File: config.mk
export PLATFORM = sky130hd
export DESIGN_NAME = frame_mem_responder
export DESIGN_NICKNAME = d
export VERILOG_FILES = /design/src/rtl/frame_mem_pkg.sv /design/src/rtl/frame_addr_map.sv /design/src/rtl/frame_mem_responder.sv
export SDC_FILE = /design/constraint.sdc
export NUM_CORES = 1
export LEC_CHECK = 0
export ABC_AREA = 1
export BUFFER_PORTS_ARGS = -buffer_cell sky130_fd_sc_hd__buf_2
export CAP_MARGIN = 25
export CORE_MARGIN = 1.5
export CORE_UTILIZATION = 43
export CTS_CLUSTER_SIZE = 30
export DETAILED_ROUTE_END_ITERATION = 6
export GPL_ROUTABILITY_DRIVEN = 0
export PLACE_DENSITY_LB_ADDON = 0.05
export RECOVER_POWER = 50
export SLEW_MARGIN = 30
export SYNTH_ARGS = -nofsm -noshare
export SYNTH_HDL_FRONTEND = slang
export SYNTH_SLANG_ARGS = --single-unit
File: constraint.sdc
create_clock -name clk -period 1.7 [get_ports clk]
set_input_delay 0.255 -clock clk [delete_from_list [all_inputs] [get_ports clk]]
set_output_delay 0.255 -clock clk [all_outputs]
set_load 0.01 [all_outputs]
File: src/rtl/frame_mem_pkg.sv
// frame_mem_pkg: shared state encoding, field widths and default region bases for the frame memory responder
package frame_mem_pkg;
  localparam int DATA_W      = 32;
  localparam int ROW_W       = 7;
  localparam int COL_W       = 7;
  localparam int FRAME_CNT_W = 8;
  localparam logic [15:0] TEMPLATE_BASE_DEF = 16'h0000;
  localparam logic [15:0] WINDOW_BASE_DEF   = 16'h4000;
  typedef enum logic [1:0] {IDLE, ISSUE, WAIT, RESP} state_t;
endpackage

File: src/rtl/frame_addr_map.sv
// frame_addr_map: region select plus base+{row,col}, truncated to ADDR_W (wraps silently)
module frame_addr_map
  import frame_mem_pkg::*;
#(
  parameter int                ADDR_W        = 16,
  parameter logic [ADDR_W-1:0] TEMPLATE_BASE = ADDR_W'(TEMPLATE_BASE_DEF),
  parameter logic [ADDR_W-1:0] WINDOW_BASE   = ADDR_W'(WINDOW_BASE_DEF)
) (
  input  logic             tem_win,
  input  logic [ROW_W-1:0] row,
  input  logic [COL_W-1:0] col,
  output logic [ADDR_W-1:0] addr
);
  assign addr = (tem_win ? WINDOW_BASE : TEMPLATE_BASE) + ADDR_W'({row, col});
endmodule

File: src/rtl/frame_mem_responder.sv
// frame_mem_responder: single-word request to fixed-latency SRAM bridge with frame counter.
// Optional FRAME_MEM_TEMPLATE_WP_EN makes the template region read-only and adds an err output.
module frame_mem_responder
  import frame_mem_pkg::*;
#(
  parameter int                ADDR_W        = 16,
  parameter logic [ADDR_W-1:0] TEMPLATE_BASE = ADDR_W'(TEMPLATE_BASE_DEF),
  parameter logic [ADDR_W-1:0] WINDOW_BASE   = ADDR_W'(WINDOW_BASE_DEF),
  parameter int                RD_LAT        = 2
) (
  input  logic                   clk,
  input  logic                   rst_n,
  input  logic                   req,
  input  logic                   rd_wr,
  input  logic [DATA_W-1:0]      write_data,
  input  logic [ROW_W-1:0]       row,
  input  logic [COL_W-1:0]       col,
  input  logic                   tem_win,
  input  logic                   set_done,
  output logic                   ack,
  output logic                   data_valid,
  output logic [DATA_W-1:0]      read_data,
  output logic                   busy,
  output logic [FRAME_CNT_W-1:0] frame_count,
  output logic                   mem_en,
  output logic                   mem_we,
  output logic [ADDR_W-1:0]      mem_addr,
  output logic [DATA_W-1:0]      mem_wdata,
  input  logic [DATA_W-1:0]      mem_rdata
`ifdef FRAME_MEM_TEMPLATE_WP_EN
  ,
  output logic                   err
`endif
);
  state_t                   state_q, state_d;
  logic [2:0]               cnt_q, cnt_d;
  logic                     wr_q, wr_d;
  logic                     ack_q, ack_d, dv_q, dv_d, busy_q, busy_d, en_q, en_d, we_q, we_d;
  logic [DATA_W-1:0]        rdata_q, rdata_d, wdata_q, wdata_d;
  logic [ADDR_W-1:0]        addr_q, addr_d, map_addr;
  logic [FRAME_CNT_W-1:0]   fc_q, fc_d;
  logic                     blk;
  logic                     err_q, err_d;

  frame_addr_map #(
    .ADDR_W       (ADDR_W),
    .TEMPLATE_BASE(TEMPLATE_BASE),
    .WINDOW_BASE  (WINDOW_BASE)
  ) u_map (
    .tem_win(tem_win),
    .row    (row),
    .col    (col),
    .addr   (map_addr)
  );

  // A blocked template write is still acked, but never reaches the SRAM
`ifdef FRAME_MEM_TEMPLATE_WP_EN
  assign blk = rd_wr & ~tem_win;
  assign err = err_q;
`else
  assign blk = 1'b0;
`endif

  always_comb begin
    state_d = state_q;
    cnt_d   = cnt_q;
    wr_d    = wr_q;
    addr_d  = addr_q;
    wdata_d = wdata_q;
    rdata_d = rdata_q;
    ack_d   = 1'b0;
    dv_d    = 1'b0;
    en_d    = 1'b0;
    we_d    = 1'b0;
    err_d   = 1'b0;
    fc_d    = fc_q + FRAME_CNT_W'(set_done);
    case (state_q)
      IDLE: if (req) begin
        state_d = ISSUE;
        wr_d    = rd_wr;
        addr_d  = map_addr;
        wdata_d = write_data;
        ack_d   = 1'b1;
        en_d    = ~blk;
        we_d    = rd_wr & ~blk;
        err_d   = blk;
      end
      ISSUE: begin
        state_d = wr_q ? IDLE : (RD_LAT == 1 ? RESP : WAIT);
        cnt_d   = 3'(RD_LAT - 2);
      end
      WAIT: begin
        cnt_d   = cnt_q - 3'd1;
        state_d = cnt_q == 3'd0 ? RESP : WAIT;
      end
      RESP: begin
        state_d = IDLE;
        rdata_d = mem_rdata;
        dv_d    = 1'b1;
      end
      default: state_d = IDLE;
    endcase
    busy_d = state_d != IDLE;
  end

  always_ff @(posedge clk or negedge rst_n) begin
    if (!rst_n) begin
      state_q <= IDLE;
      cnt_q   <= '0;
      wr_q    <= 1'b0;
      addr_q  <= '0;
      wdata_q <= '0;
      rdata_q <= '0;
      ack_q   <= 1'b0;
      dv_q    <= 1'b0;
      busy_q  <= 1'b0;
      en_q    <= 1'b0;
      we_q    <= 1'b0;
      err_q   <= 1'b0;
      fc_q    <= '0;
    end else begin
      state_q <= state_d;
      cnt_q   <= cnt_d;
      wr_q    <= wr_d;
      addr_q  <= addr_d;
      wdata_q <= wdata_d;
      rdata_q <= rdata_d;
      ack_q   <= ack_d;
      dv_q    <= dv_d;
      busy_q  <= busy_d;
      en_q    <= en_d;
      we_q    <= we_d;
      err_q   <= err_d;
      fc_q    <= fc_d;
    end
  end

  assign ack         = ack_q;
  assign data_valid  = dv_q;
  assign read_data   = rdata_q;
  assign busy        = busy_q;
  assign frame_count = fc_q;
  assign mem_en      = en_q;
  assign mem_we      = we_q;
  assign mem_addr    = addr_q;
  assign mem_wdata   = wdata_q;
`ifndef FRAME_MEM_TEMPLATE_WP_EN
  logic unused_err;
  assign unused_err = err_q;
`endif
endmodule

==> results.ini, run 1 <==
[floorplanning]
die_h_um = 96.7
core_mm2 = 0.00834
die_w_um = 96.7
dieArea_mm2 = 0.00934
io_pins = 177
initial_utilization = 0.452
rows = 33

[global_route]
antenna_found_initial = 0
grt_max_degree = 50
grt.overflow.total = 0
grt_pass1_wl_um = 14000
grt_pass1_vias = 2897
grt_use_total = 0.186

[detailed_routing]
route.vias.total = 2893
drtPass1Iterations = 4
initialDrtViolationCount = 76
vias_per_cell = 4.54
drc = 0
ant_nets = 0
post_drt_wl_per_cell_um = 12.9
totalWireLength_um = 8210

[place]
dp_cells = 620
pre_cts_slack_ns = 0.219
portBuffers = 175
dp_hpwl_um = 6040

[sta]
worst_slew_pin_slew_ns = 0.893
relSlewSlack = 0.405
fin_ws_ns = 0.219
max_freq_mhz = 675
finalCritPeriodShare = 0.871
post-route-min-period_ns = 1.48
finalHoldViolCount = 0
finalClockSkew_ns = 0.0103
rsz0062_at_grt = no
whs_ns = 0.0766
slew_viol_final = 0
setup_viol = 0
tns_ns = 0

[cells_and_area]
area_growth_pct = 32.1
num_antenna_cells = 0
drive_gt1_frac = 0.325
finalNonFillerCells = 637
final_common_cell = nand2_1
final_nets = 619
final_cell_mix = 159 x nand2_1, 138 x buf_2, 97 x dfrtp_1, 36 x clkbuf_1, 23 x mux2_1

[cts]
cts_buffer_depth = 2
cts_htree_levels = 3
cts_sinks = 97
clk-insertion-delay-late_ns = 0.36
cts_tree = done
post_cts_resized = 0
cts_inserted_buffers = 9
clk_pin_slew_ns = 0.10
cts-root-buf = clkbuf_8

[synthesis]
synth.top_cell.area_share = 0.643
synth_area_per_cell_um2 = 10.8
syn-cell-area_mm2 = 0.00377
synth_top_family_by_area = simple AND/OR/NAND/NOR gates
synth_fa_ha_area_frac = 0.0265
ys_types = 22
yosysTopAreaCell = dfrtp_1
seq_area_frac_synth = 0.643
synth_nets = 442
synthXorXnorAreaFrac = 0.00697
synth-simple-area-share = 0.175
yosysWarnings = 0
syn_inst = 350
synthMuxAreaShare = 0.0955
synth-compound-area-share = 0.0106
synth_area_leaders = dfrtp_1 64%, nand2_1 16%, mux2_1 6.9%, mux2_2 2.7%, ha_1 2.7%
synth-seq-cells = 97

[critical_path]
crit_path_start_kind = flop
crit_buf_inv = 2
slowest_delay_ns = 0.41
cpLargestDelayFamily = flip-flops
path_cells = inv_1 > ha_1 > nand2_2 > buf_4 > nor2_2 > o21bai_1
r2r_end = wr_q
crit_type = flop to flop
critPathLaunch = state_q[0]
cp-end-kind = flop
worstPathMaxFanout = 27
crit_arrival_ns = 1.73
required_ns = 1.95
reg2reg_from = state_q[0]
rrSetupSlack_ns = 0.22
crit_path_top_delay_cell = dfrtp_1
rr_worst_depth = 6

[hold_path]
hold_depth = 3
holdPathEnd = mem_wdata[4]
holdCritStartpoint = write_data[4]
worstHoldPathType = input port to flop

[pwr]
power_density_mw_per_mm2 = 1870
vdd_ir_drop_max_mv = 0.775
power_leakage_nw = 2.70
power_mw = 9.32

[flow_run]
drv_cap = 0

[status]
status = completed

[how the worst max path moves through the flow]
stage | slack, ns | cells past startpoint | to
5_1_grt | 0.11 | 3 | read_data[30]
4_1_cts | 0.20 | 6 | wr_q
2_1_floorplan | 0.38 | 4 | read_data[14]
6_report | 0.22 | 6 | wr_q
3_3_place_gp | 0.30 | 6 | wr_q
3_5_place_dp | 0.22 | 6 | wr_q
[per-stage QoR]
step	area, um^2	utilization
global placement	4780	0.573
finish	4980	0.597
global route	4980	0.597
detailed placement	4780	0.573
CTS	5040	0.604
floorplan	3770	-
[routing by layer]
layer | up-vias | wire, um | GRT usage
met4 | 0 | 193 | 0.0758
met3 | 15 | 691 | 0.0607
met2 | 122 | 3740 | 0.296
met5 | - | 0 | 0
met1 | 1316 | 3590 | 0.236
li1 | 1440 | - | -
[where the power goes]
part	internal (mW)	total (mW)	switching, mW
clock	1.02	1.82	0.793
combinational	1.52	3.53	2.01
sequential	3.40	3.97	0.571
[synth_stat cells]
library cell and n:
o22ai_1 2, mux2_2 9, buf_6 1, nand2_2 1
conb_1 1, xnor2_1 2, mux2_1 23, inv_1 13
ha_1 8, buf_4 7, o21ai_0 4, nand3_1 5
clkbuf_1 2, xor2_1 1, inv_2 1, nand3b_1 1
nor2_2 1, buf_2 6, dfrtp_1 97, nand2_1 159
nor2_1 5, o21bai_1 1
[flip-flops by register name (all words and copies together), names as in the netlist]
name	count
mem_we	1
state_q	2
mem_wdata	32
wr_q	1
cnt_q	3
busy	1
frame_count	8
read_data	32
data_valid	1
mem_en	1
mem_addr	15
[cell families after synthesis]
group	Yosys count
and+or+nand+nor	172
DFF	97
muxes	32
buffers and inverters	30
adders and majority gates	8
AOI/OAI and AO/OA	7
xor gates and xnor gates	3
other	1
[worst register-to-register path: stages (launching register included)]
cell	delay (ns)
dfrtp_1	0.41
inv_1	0.08
ha_1	0.26
nand2_2	0.11
buf_4	0.29
nor2_2	0.06
o21bai_1	0.15
[layout make-up]
cell class | count | area, um^2
clock buffers | 10 | 138
clock inverters | 6 | 115
fillers | 761 | 3360
inverters | 14 | 52.6
multi-input cells | 223 | 1190
flip-flops and latches | 97 | 2430
well taps | 105 | 131
repair buffers | 182 | 927
[timing repair]
item                                   CTS  global route
endpoints found under the hold margin   32             0
setup buffers                            0             0
hold buffers                             1             0
Note: power is estimated with default switching activity, not from simulation.
==> run 2: changes to the inputs <==
--- a/config.mk
+++ b/config.mk
@@ -13,6 +13,7 @@
 export CTS_CLUSTER_SIZE = 30
 export DETAILED_ROUTE_END_ITERATION = 6
 export GPL_ROUTABILITY_DRIVEN = 0
+export HOLD_SLACK_MARGIN = 0.12
 export PLACE_DENSITY_LB_ADDON = 0.05
 export RECOVER_POWER = 50
 export SLEW_MARGIN = 30
==> run 2 against run 1 <==
Net effect: routed wire length up 14%; final cell count up 11%; hold slack better by 0.068 ns; register-to-register slack about the same; worst setup slack worse by 0.0030 ns; utilization up 8.7 points; critical path type unchanged.
==> results.ini, run 2 (synthesis gave the netlist of run 1 again) <==
[status]
status = completed

[detailed_routing]
totalWireLength_um = 9330
drtPass1Iterations = 4
drc = 0
ant_nets = 0
route.vias.total = 3264
vias_per_cell = 4.60
initialDrtViolationCount = 95
post_drt_wl_per_cell_um = 13.2

[cts]
cts_sinks = 97
post_cts_resized = 0
clk-insertion-delay-late_ns = 0.35
cts-root-buf = clkbuf_8
clk_pin_slew_ns = 0.09
cts_htree_levels = 3
cts_buffer_depth = 2
cts_inserted_buffers = 9
cts_tree = done

[pwr]
vdd_ir_drop_max_mv = 0.861
power_density_mw_per_mm2 = 1670
power_leakage_nw = 2.99
power_mw = 9.52

[place]
dp_cells = 620
pre_cts_slack_ns = 0.219
dp_hpwl_um = 6040
portBuffers = 175

[cells_and_area]
final_cell_mix = 159 x nand2_1, 134 x buf_2, 97 x dfrtp_1, 73 x dlygate4sd3_1, 40 x clkbuf_1
final_nets = 691
drive_gt1_frac = 0.280
final_util = 0.684
fillerInstances = 660
finalNonFillerCells = 709
final_common_cell = nand2_1
seq_area_mm2 = 0.00243
num_antenna_cells = 0
multi_input_area_mm2 = 0.00119
area_growth_pct = 51.3

[sta]
finalCritPeriodShare = 0.873
finalHoldViolCount = 0
fin_ws_ns = 0.216
finalClockSkew_ns = 0.0107
post-route-min-period_ns = 1.48
setup_viol = 0
tns_ns = 0
max_freq_mhz = 674
relSlewSlack = 0.401
slew_viol_final = 0
worst_slew_pin_slew_ns = 0.899
rsz0062_at_grt = no

[flow_run]
drv_cap = 0

[floorplanning]
dieArea_mm2 = 0.00934
die_h_um = 96.7
die_w_um = 96.7
core_mm2 = 0.00834
initial_utilization = 0.452
rows = 33
io_pins = 177

[critical_path]
reg2reg_from = state_q[0]
crit_arrival_ns = 1.73
worstPathMaxFanout = 27
crit_type = flop to flop
crit_path_start_kind = flop
cp-end-kind = flop
critPathLaunch = state_q[0]
rrSetupSlack_ns = 0.22
required_ns = 1.94
rr_worst_depth = 6

[hold_path]
worstHoldPathType = input port to flop
holdCritStartpoint = mem_rdata[1]
hold_depth = 2

[global_route]
grt_pass1_vias = 3323
grt_pass1_wl_um = 15800
grt_use_total = 0.209
antenna_found_initial = 0
grt.overflow.total = 0
grt_max_degree = 50

## run 2: changes by cell type in the layout (fill, tap and decap cells not counted), sizes merged
| cell | previous run | this run |
|---|---|---|
| clkbuf | 47 | 51 |
| dlygate4sd3 | 1 | 73 |
| buf | 144 | 140 |
## run 2: metrics by stage
| step | instance area [um^2] | hold WS, ns |
|---|---|---|
| 2_1_floorplan | 3770 | -0.0406 |
| 3_3_place_gp | 4780 | 0.244 |
| 3_5_place_dp | 4780 | 0.247 |
| 4_1_cts | 5760 | 0.123 |
| 5_1_grt | 5710 | 0.121 |
| 6_report | 5710 | 0.145 |
## run 2: report_power, final
part / internal, mW / total, mW / leakage (nW) / switching [mW]
clock network: 1.02 / 1.81 / 0.123 / 0.789
registers: 3.40 / 4.01 / 1.19 / 0.602
logic: 1.62 / 3.70 / 1.67 / 2.08
total: 6.04 / 9.52 / 2.99 / 3.48
## run 2: worst paths after layout
kind,endpoint
worst max-delay path,wr_q
worst min register to register,mem_wdata[29]
min in group asynchronous,read_data[15]
worst min-delay path,read_data[1]
worst max register to register,wr_q
max in group asynchronous,read_data[20]
## run 2: area by class of cell
| type | instances | area share |
|---|---|---|
| Sequential cell | 97 | 0.425 |
| Timing Repair Buffer | 254 | 0.289 |
| Multi-Input combinational cell | 223 | 0.209 |
| Clock buffer | 10 | 0.0241 |
| Tap cell | 105 | 0.0230 |
| Clock inverter | 6 | 0.0202 |
| Inverter | 14 | 0.00921 |
## run 2: repair_timing
item / CTS / global route
setup endpoints to repair: 0 / 0
hold endpoints to repair: 104 / 0
buffers inserted: 0 / 0
hold buffers: 73 / 0
## run 2: critical path: stages (launching register included)
cell,delay (ns)
dfrtp_1,0.41
inv_1,0.08
ha_1,0.26
nand2_2,0.11
buf_4,0.29
nor2_2,0.06
o21bai_1,0.15
## run 2: routing by layer
layer	routed length, um	part of all wire	vias to the layer above	track usage
met2	4640	0.50	138	0.354
met1	3910	0.42	1530	0.258
met5	0	0	-	0
met4	171	0.018	0	0.0836
li1	-	-	1582	-
met3	609	0.065	14	0.0499
